==> src/rtl/game_score_timer.sv <==
// game_score_timer
//   Basketball game-state core feeding a 6-digit display multiplexer. It keeps
//   the game clock (MM:SS), the shot clock and the team A/B scores as BCD
//   digits, and presents every digit as a registered active-low segment code
//   (bit7 = dp, bits6:0 = g..a, 8'hFF = blank).
//
//   Build option: define SHOT_CLOCK_EN to include the shot clock. Without it
//   there is no shot logic, time5/time6 show blank and the buzzer only marks
//   the end of the game.
//
// Ports
//   clock              system clock
//   rst_n              synchronous active-low reset
//   start_p            single-cycle pulse, toggles run/pause
//   add_a, add_b       single-cycle point values (0 = none, 1..3)
//   time1..time6       min tens/ones (time2 dp lit), sec tens/ones, shot tens/ones
//   mark_a1..mark_a3   team A score hundreds/tens/ones
//   mark_b1..mark_b3   team B score hundreds/tens/ones
//   running            high while the game clock runs (registered)
//   buzzer             one-cycle pulse at game end or shot-clock expiry
//
// State   | meaning
// --------+---------------------------------------------------------------
// S_IDLE  | after reset, clocks loaded, waiting for the first start_p
// S_RUN   | prescaler counting, clocks decrement once per tick
// S_PAUSE | clocks and prescaler frozen, points still accepted
// S_OVER  | game clock reached 00:00, only reset leaves this state
module game_score_timer #(
  parameter int CLK_DIV   = 50_000_000,
  parameter int GAME_MIN  = 12,
  parameter int SHOT_INIT = 24
) (
  input  logic       clock,
  input  logic       rst_n,
  input  logic       start_p,
  input  logic [1:0] add_a,
  input  logic [1:0] add_b,
  output logic [7:0] time1,
  output logic [7:0] time2,
  output logic [7:0] time3,
  output logic [7:0] time4,
  output logic [7:0] time5,
  output logic [7:0] time6,
  output logic [7:0] mark_a1,
  output logic [7:0] mark_a2,
  output logic [7:0] mark_a3,
  output logic [7:0] mark_b1,
  output logic [7:0] mark_b2,
  output logic [7:0] mark_b3,
  output logic       running,
  output logic       buzzer
);

  localparam int               DIV_W    = (CLK_DIV > 1) ? $clog2(CLK_DIV) : 1;
  localparam logic [DIV_W-1:0] DIV_LAST = DIV_W'(CLK_DIV - 1);
  localparam logic [3:0]       MIN_T    = 4'(GAME_MIN / 10);
  localparam logic [3:0]       MIN_O    = 4'(GAME_MIN % 10);
`ifdef SHOT_CLOCK_EN
  localparam logic [3:0]       SHOT_T   = 4'(SHOT_INIT / 10);
  localparam logic [3:0]       SHOT_O   = 4'(SHOT_INIT % 10);
`endif

  typedef enum logic [1:0] {
    S_IDLE,
    S_RUN,
    S_PAUSE,
    S_OVER
  } state_t;

  state_t           state, state_nxt;
  logic [DIV_W-1:0] div_cnt, div_nxt;
  logic [3:0]       min_t, min_o, sec_t, sec_o;
  logic [3:0]       min_t_nxt, min_o_nxt, sec_t_nxt, sec_o_nxt;
  logic [11:0]      score_a, score_b, score_a_nxt, score_b_nxt;
  logic             buzz_nxt;
  logic             tick;
  logic             pts;
  logic             game_last;
  logic             shot_expire;
`ifdef SHOT_CLOCK_EN
  logic [3:0]       shot_t, shot_o, shot_t_nxt, shot_o_nxt;
  logic             shot_last;
`endif

  function automatic logic [7:0] seg_enc(input logic [3:0] d);
    logic [7:0] s;
    case (d)
      4'd0:    s = 8'hC0;
      4'd1:    s = 8'hF9;
      4'd2:    s = 8'hA4;
      4'd3:    s = 8'hB0;
      4'd4:    s = 8'h99;
      4'd5:    s = 8'h92;
      4'd6:    s = 8'h82;
      4'd7:    s = 8'hF8;
      4'd8:    s = 8'h80;
      4'd9:    s = 8'h90;
      default: s = 8'hFF;
    endcase
    return s;
  endfunction

  // Three-digit BCD add of a 0..3 value; a carry out of the hundreds digit
  // means the true sum passed 999, so the score pins at 999.
  function automatic logic [11:0] bcd_add(input logic [11:0] s, input logic [1:0] v);
    logic [4:0] o, t, h;
    o = {1'b0, s[3:0]} + {3'b000, v};
    t = {1'b0, s[7:4]};
    h = {1'b0, s[11:8]};
    if (o > 5'd9) begin
      o = o - 5'd10;
      t = t + 5'd1;
    end
    if (t > 5'd9) begin
      t = t - 5'd10;
      h = h + 5'd1;
    end
    if (h > 5'd9) return 12'h999;
    return {h[3:0], t[3:0], o[3:0]};
  endfunction

  assign tick      = (state == S_RUN) && (div_cnt == DIV_LAST);
  assign pts       = (state != S_OVER) && ((add_a != 2'd0) || (add_b != 2'd0));
  assign game_last = (min_t == 4'd0) && (min_o == 4'd0) && (sec_t == 4'd0) && (sec_o == 4'd1);

`ifdef SHOT_CLOCK_EN
  assign shot_last = (shot_t == 4'd0) && (shot_o == 4'd1);
  // A point scored on the expiry tick reloads the shot clock first, so it
  // never reaches zero; game end also takes priority over expiry.
  assign shot_expire = tick && shot_last && !pts && !game_last;
`else
  assign shot_expire = 1'b0;
`endif

  always_comb begin
    state_nxt   = state;
    div_nxt     = div_cnt;
    min_t_nxt   = min_t;
    min_o_nxt   = min_o;
    sec_t_nxt   = sec_t;
    sec_o_nxt   = sec_o;
    score_a_nxt = score_a;
    score_b_nxt = score_b;
    buzz_nxt    = 1'b0;
`ifdef SHOT_CLOCK_EN
    shot_t_nxt  = shot_t;
    shot_o_nxt  = shot_o;
`endif

    if (state == S_RUN) div_nxt = tick ? '0 : div_cnt + 1'b1;

    if (pts) begin
      score_a_nxt = bcd_add(score_a, add_a);
      score_b_nxt = bcd_add(score_b, add_b);
    end

    if (tick) begin
      if (sec_o != 4'd0) begin
        sec_o_nxt = sec_o - 4'd1;
      end else begin
        sec_o_nxt = 4'd9;
        if (sec_t != 4'd0) begin
          sec_t_nxt = sec_t - 4'd1;
        end else begin
          sec_t_nxt = 4'd5;
          if (min_o != 4'd0) begin
            min_o_nxt = min_o - 4'd1;
          end else begin
            min_o_nxt = 4'd9;
            min_t_nxt = min_t - 4'd1;
          end
        end
      end
`ifdef SHOT_CLOCK_EN
      if (shot_o != 4'd0) begin
        shot_o_nxt = shot_o - 4'd1;
      end else begin
        shot_o_nxt = 4'd9;
        shot_t_nxt = shot_t - 4'd1;
      end
`endif
    end

`ifdef SHOT_CLOCK_EN
    if (pts || shot_expire) begin
      shot_t_nxt = SHOT_T;
      shot_o_nxt = SHOT_O;
    end
`endif

    case (state)
      S_IDLE: begin
        if (start_p) begin
          state_nxt = S_RUN;
          div_nxt   = '0;
        end
      end
      S_RUN: begin
        if (tick && game_last) begin
          state_nxt = S_OVER;
          buzz_nxt  = 1'b1;
        end else if (shot_expire) begin
          state_nxt = S_PAUSE;
          buzz_nxt  = 1'b1;
        end else if (start_p) begin
          state_nxt = S_PAUSE;
        end
      end
      S_PAUSE: begin
        if (start_p) state_nxt = S_RUN;
      end
      default: ;
    endcase
  end

  always_ff @(posedge clock) begin
    if (!rst_n) begin
      state   <= S_IDLE;
      div_cnt <= '0;
      min_t   <= MIN_T;
      min_o   <= MIN_O;
      sec_t   <= 4'd0;
      sec_o   <= 4'd0;
      score_a <= 12'h000;
      score_b <= 12'h000;
      buzzer  <= 1'b0;
`ifdef SHOT_CLOCK_EN
      shot_t  <= SHOT_T;
      shot_o  <= SHOT_O;
`endif
    end else begin
      state   <= state_nxt;
      div_cnt <= div_nxt;
      min_t   <= min_t_nxt;
      min_o   <= min_o_nxt;
      sec_t   <= sec_t_nxt;
      sec_o   <= sec_o_nxt;
      score_a <= score_a_nxt;
      score_b <= score_b_nxt;
      buzzer  <= buzz_nxt;
`ifdef SHOT_CLOCK_EN
      shot_t  <= shot_t_nxt;
      shot_o  <= shot_o_nxt;
`endif
    end
  end

  // Display registers: under reset they load the encoded reset values
  // directly so the display is correct on the first cycle out of reset.
  always_ff @(posedge clock) begin
    if (!rst_n) begin
      time1   <= seg_enc(MIN_T);
      time2   <= seg_enc(MIN_O) & 8'h7F;
      time3   <= seg_enc(4'd0);
      time4   <= seg_enc(4'd0);
`ifdef SHOT_CLOCK_EN
      time5   <= seg_enc(SHOT_T);
      time6   <= seg_enc(SHOT_O);
`else
      time5   <= 8'hFF;
      time6   <= 8'hFF;
`endif
      mark_a1 <= seg_enc(4'd0);
      mark_a2 <= seg_enc(4'd0);
      mark_a3 <= seg_enc(4'd0);
      mark_b1 <= seg_enc(4'd0);
      mark_b2 <= seg_enc(4'd0);
      mark_b3 <= seg_enc(4'd0);
      running <= 1'b0;
    end else begin
      time1   <= seg_enc(min_t);
      time2   <= seg_enc(min_o) & 8'h7F;
      time3   <= seg_enc(sec_t);
      time4   <= seg_enc(sec_o);
`ifdef SHOT_CLOCK_EN
      time5   <= seg_enc(shot_t);
      time6   <= seg_enc(shot_o);
`else
      time5   <= 8'hFF;
      time6   <= 8'hFF;
`endif
      mark_a1 <= seg_enc(score_a[11:8]);
      mark_a2 <= seg_enc(score_a[7:4]);
      mark_a3 <= seg_enc(score_a[3:0]);
      mark_b1 <= seg_enc(score_b[11:8]);
      mark_b2 <= seg_enc(score_b[7:4]);
      mark_b3 <= seg_enc(score_b[3:0]);
      running <= (state == S_RUN);
    end
  end

endmodule
==> config.mk <==
export PLATFORM = sky130hd
export DESIGN_NAME = game_score_timer
export DESIGN_NICKNAME = d
export VERILOG_FILES = /design/src/rtl/game_score_timer.sv
export SDC_FILE = /design/constraint.sdc
export NUM_CORES = 1
export LEC_CHECK = 0
export ABC_AREA = 0
export BUFFER_PORTS_ARGS = -buffer_cell sky130_fd_sc_hd__buf_2
export CELL_PAD_IN_SITES_DETAIL_PLACEMENT = 0
export CELL_PAD_IN_SITES_GLOBAL_PLACEMENT = 1
export CORE_ASPECT_RATIO = 0.7
export CORE_MARGIN = 2
export CORE_UTILIZATION = 47
export CTS_CLUSTER_SIZE = 24
export DETAILED_ROUTE_END_ITERATION = 16
export PLACE_DENSITY_LB_ADDON = 0.08
export SLEW_MARGIN = 5
export SYNTH_ARGS = -nofsm -noshare
export SYNTH_HDL_FRONTEND = slang
export SYNTH_SLANG_ARGS = --single-unit
export TNS_END_PERCENT = 10
==> constraint.sdc <==
create_clock -name clock -period 7.65 [get_ports clock]
set_clock_uncertainty 0.05 [all_clocks]
set_input_delay 1.53 -clock clock [delete_from_list [all_inputs] [get_ports clock]]
set_output_delay 1.53 -clock clock [all_outputs]
set_load 0.01 [all_outputs]
==> key figures <==
Drt
  – Drt drc: 0
  – Routed wire per std cell: 14.2 um
  – Drt total wl: 17.5 mm
  – Initial DRC count: 559
  – ANT nets after route: 0
  – DR pass1 iterations: 5
  – Vias post-DR: 6492
  – Vias per cell: 5.28

Global routing
  – All-Layer GR Usage: 0.207
  – Wire length of the first global-routing pass: 29.4 mm
  – Initial antenna violation count: 1
  – Vias in the first global route: 5819
  – Largest net degree at the start of global routing: 52
  – Grt ovf: 0

Cells and area
  – Layout area overhead: 12.3%
  – Layout cells sized above 1: 0.150
  – Most frequent cells in the layout: dfxtp_1, nor2_1, a21oi_1
  – Nets: 1059
  – # fillers: 1538
  – Non-Filler Instances: 1230
  – Final Util: 0.539
  – Most common cell after layout, fill and taps aside: dfxtp_1

Worst setup path
  – Critical Path Start Type: input pin
  – Critical Path Sink Type: register
  – Buf/Inv on CP: 2
  – Worst R2R Setup Slack: 3850 ps
  – Critical Path AT: 4740 ps
  – WP data required: 7920 ps
  – Critical path type: in2reg
  – CP top delay family: compound AO/OA/AOI/OAI gates
  – CP Cell Sequence: buf_2 -> ha_1 -> inv_1 -> fa_1 -> a21boi_2 -> o22ai_1 -> nor3_2 -> xnor2_1 -> a21o_2 -> a41oi_2 -> o21a_1 -> a311oi_1
  – Critical path's largest stage delay: 770 ps
  – Slowest-stage cell, CP: fa_1
  – Crit Path Max Fanout: 13

Timing
  – Final hold vios: 0
  – Least-Margin Pin Slew: 1100 ps
  – Slew Limit Fails: 0
  – Relative slew slack: 0.268
  – Period utilization: 0.585
  – Setup TNS: 0 ps
  – RSZ-0062 raised after global routing: false
  – Fin crit period: 4480 ps
  – Setup-failing EPs final: 0
  – F_max: 0.223 GHz

Clocking
  – Number of gates resized after CTS: 0
  – Clk sinks: 140
  – Worst-Skew Late Latency: 430 ps
  – Htree depth: 4
  – Clk pin slew, worst setup/hold paths: 60 ps
  – Num CTS Buffers: 17
  – Clock Path Buffers: 2
  – Buffer count from post-CTS setup fixing: 0
  – Clock Tree Root: clkbuf_16
  – CTS tree: done
  – Hold_buf cts: 0

Yosys
  – Post-Syn Instances: 945
  – Synth Cell Area: 0.00779 mm^2
  – FF+latch count, synth: 140
  – FFs w/ async S/R, synth: 0
  – Sequential share of the synthesized area: 0.360
  – Top FF cell, synth: dfxtp_1
  – Mapped Avg Cell Area: 8.24 um^2
  – Yosys cell types: 84
  – Yosys warnings: 0
  – Post-synth EDFFs: 0

Pwr
  – Total chip power: 0.00190 W
  – Pwr dens: 217 mW/mm^2
  – Maximum vdd ir drop: 132 uV
  – Pleak: 3.54 nW

Placed design
  – Placed instance count: 1197
  – Final HPWL DP: 12.1 mm
  – GPL Wtd Cong: 0.836
  – Port-buffer cells: 78

Hold path
  – Hold WC Path Type: reg2reg

Die
  – Core area: 0.0162 mm^2
  – IO Count: 105
  – Die Height: 112 um
  – Chip width: 158 um
  – Initial Util: 0.479
  – Die area: 0.0176 mm^2
  – Row count: 39

Status
  – Status: finished clean

Job
  – Max Cap Viol: 0
## flip-flops by register name, summed over array words and instances (netlist names)
register,cells
div_cnt,26
score_a,12
score_b,12
mark_a1,7
mark_a2,7
mark_a3,7
mark_b1,7
mark_b2,7
mark_b3,7
time1,7
time2,7
time3,7
time4,7
min_o,4
min_t,4
sec_o,4
sec_t,4
state,2
buzzer,1
running,1
## kinds of logic (layout without fill, tap and decap cells)
family	after synthesis	count (layout)	synth area share
simple gates	328	328	0.205
compound gates	245	245	0.203
flops	140	140	0.360
buf+inv	118	153	0.0715
fa+ha+maj	61	61	0.0999
xor+xnor	39	39	0.0438
mux	12	12	0.0165
other cells	2	27	0.000964
## metrics by stage
step	instance area [um^2]	worst slack (ps)	hold slack [ps]
finish	8750	3170	433
global route	8750	2960	482
CTS	8750	3260	433
detailed placement	8170	2870	424
global placement	8170	2940	417
floorplan	7880	3360	399
## per-layer routing
| metal | global-route usage | part of all wire |
|---|---|---|
| met1 | 0.333 | 0.55 |
| met3 | 0.0510 | 0.059 |
| met5 | 0 | 0 |
| met2 | 0.265 | 0.38 |
| met4 | 0.0594 | 0.011 |
## synth_stat cells, types with 6 or more instances
library cell  number  share of area
o21ai_0           60          0.039
nand2b_1          31          0.025
nand2_1           82          0.040
o22ai_1            8         0.0064
a21oi_1           84          0.054
or2_2              8         0.0064
o31ai_1            8         0.0077
xnor2_1           16          0.018
dfxtp_1          140           0.36
and3_1            19          0.015
buf_4             27          0.026
a31oi_1            9         0.0072
inv_1             38          0.018
a211oi_1          13          0.013
mux2_2             6         0.0087
nand4_1           13          0.010
xor2_1            23          0.026
clkbuf_1          43          0.021
nor2_1           109          0.053
nand3_1           30          0.019
ha_1              59          0.095
## final cells by class
cell class | count | area, um^2 | share of cell area
antenna | 1 | 2.50 | 0.000286
tap | 225 | 282 | 0.0322
inverter | 41 | 154 | 0.0176
sequential | 140 | 2800 | 0.320
timing repair buffer | 80 | 405 | 0.0463
clock buffer | 19 | 453 | 0.0518
clock inverter | 13 | 131 | 0.0150
multi-input combinational | 711 | 4520 | 0.517
## power breakdown
group	internal [W]	switching (W)
Sequential	0.000759	0.0000386
Clock	0.000473	0.000344
Combinational	0.000112	0.000173
## worst register-to-register path, cell delays in order, from the launching register on
cell and delay (ps):
dfxtp_1 510, inv_1 230, fa_1 840, a21boi_2 120, o22ai_1 350, nor3_2 130, xnor2_1 410, a21o_2 290
a41oi_2 190, o21a_1 230, a311oi_1 330
## path summary, 6_finish.rpt
path	from	endpoint	depth (start not counted)
hold reg to reg	div_cnt[1]	div_cnt[1]	2
setup reg to reg	score_b[1]	score_b[4]	10
setup / recovery	add_b[0]	score_b[4]	12
hold / removal	div_cnt[1]	div_cnt[1]	2
No activity file was read; power rests on OpenSTA's default activity.
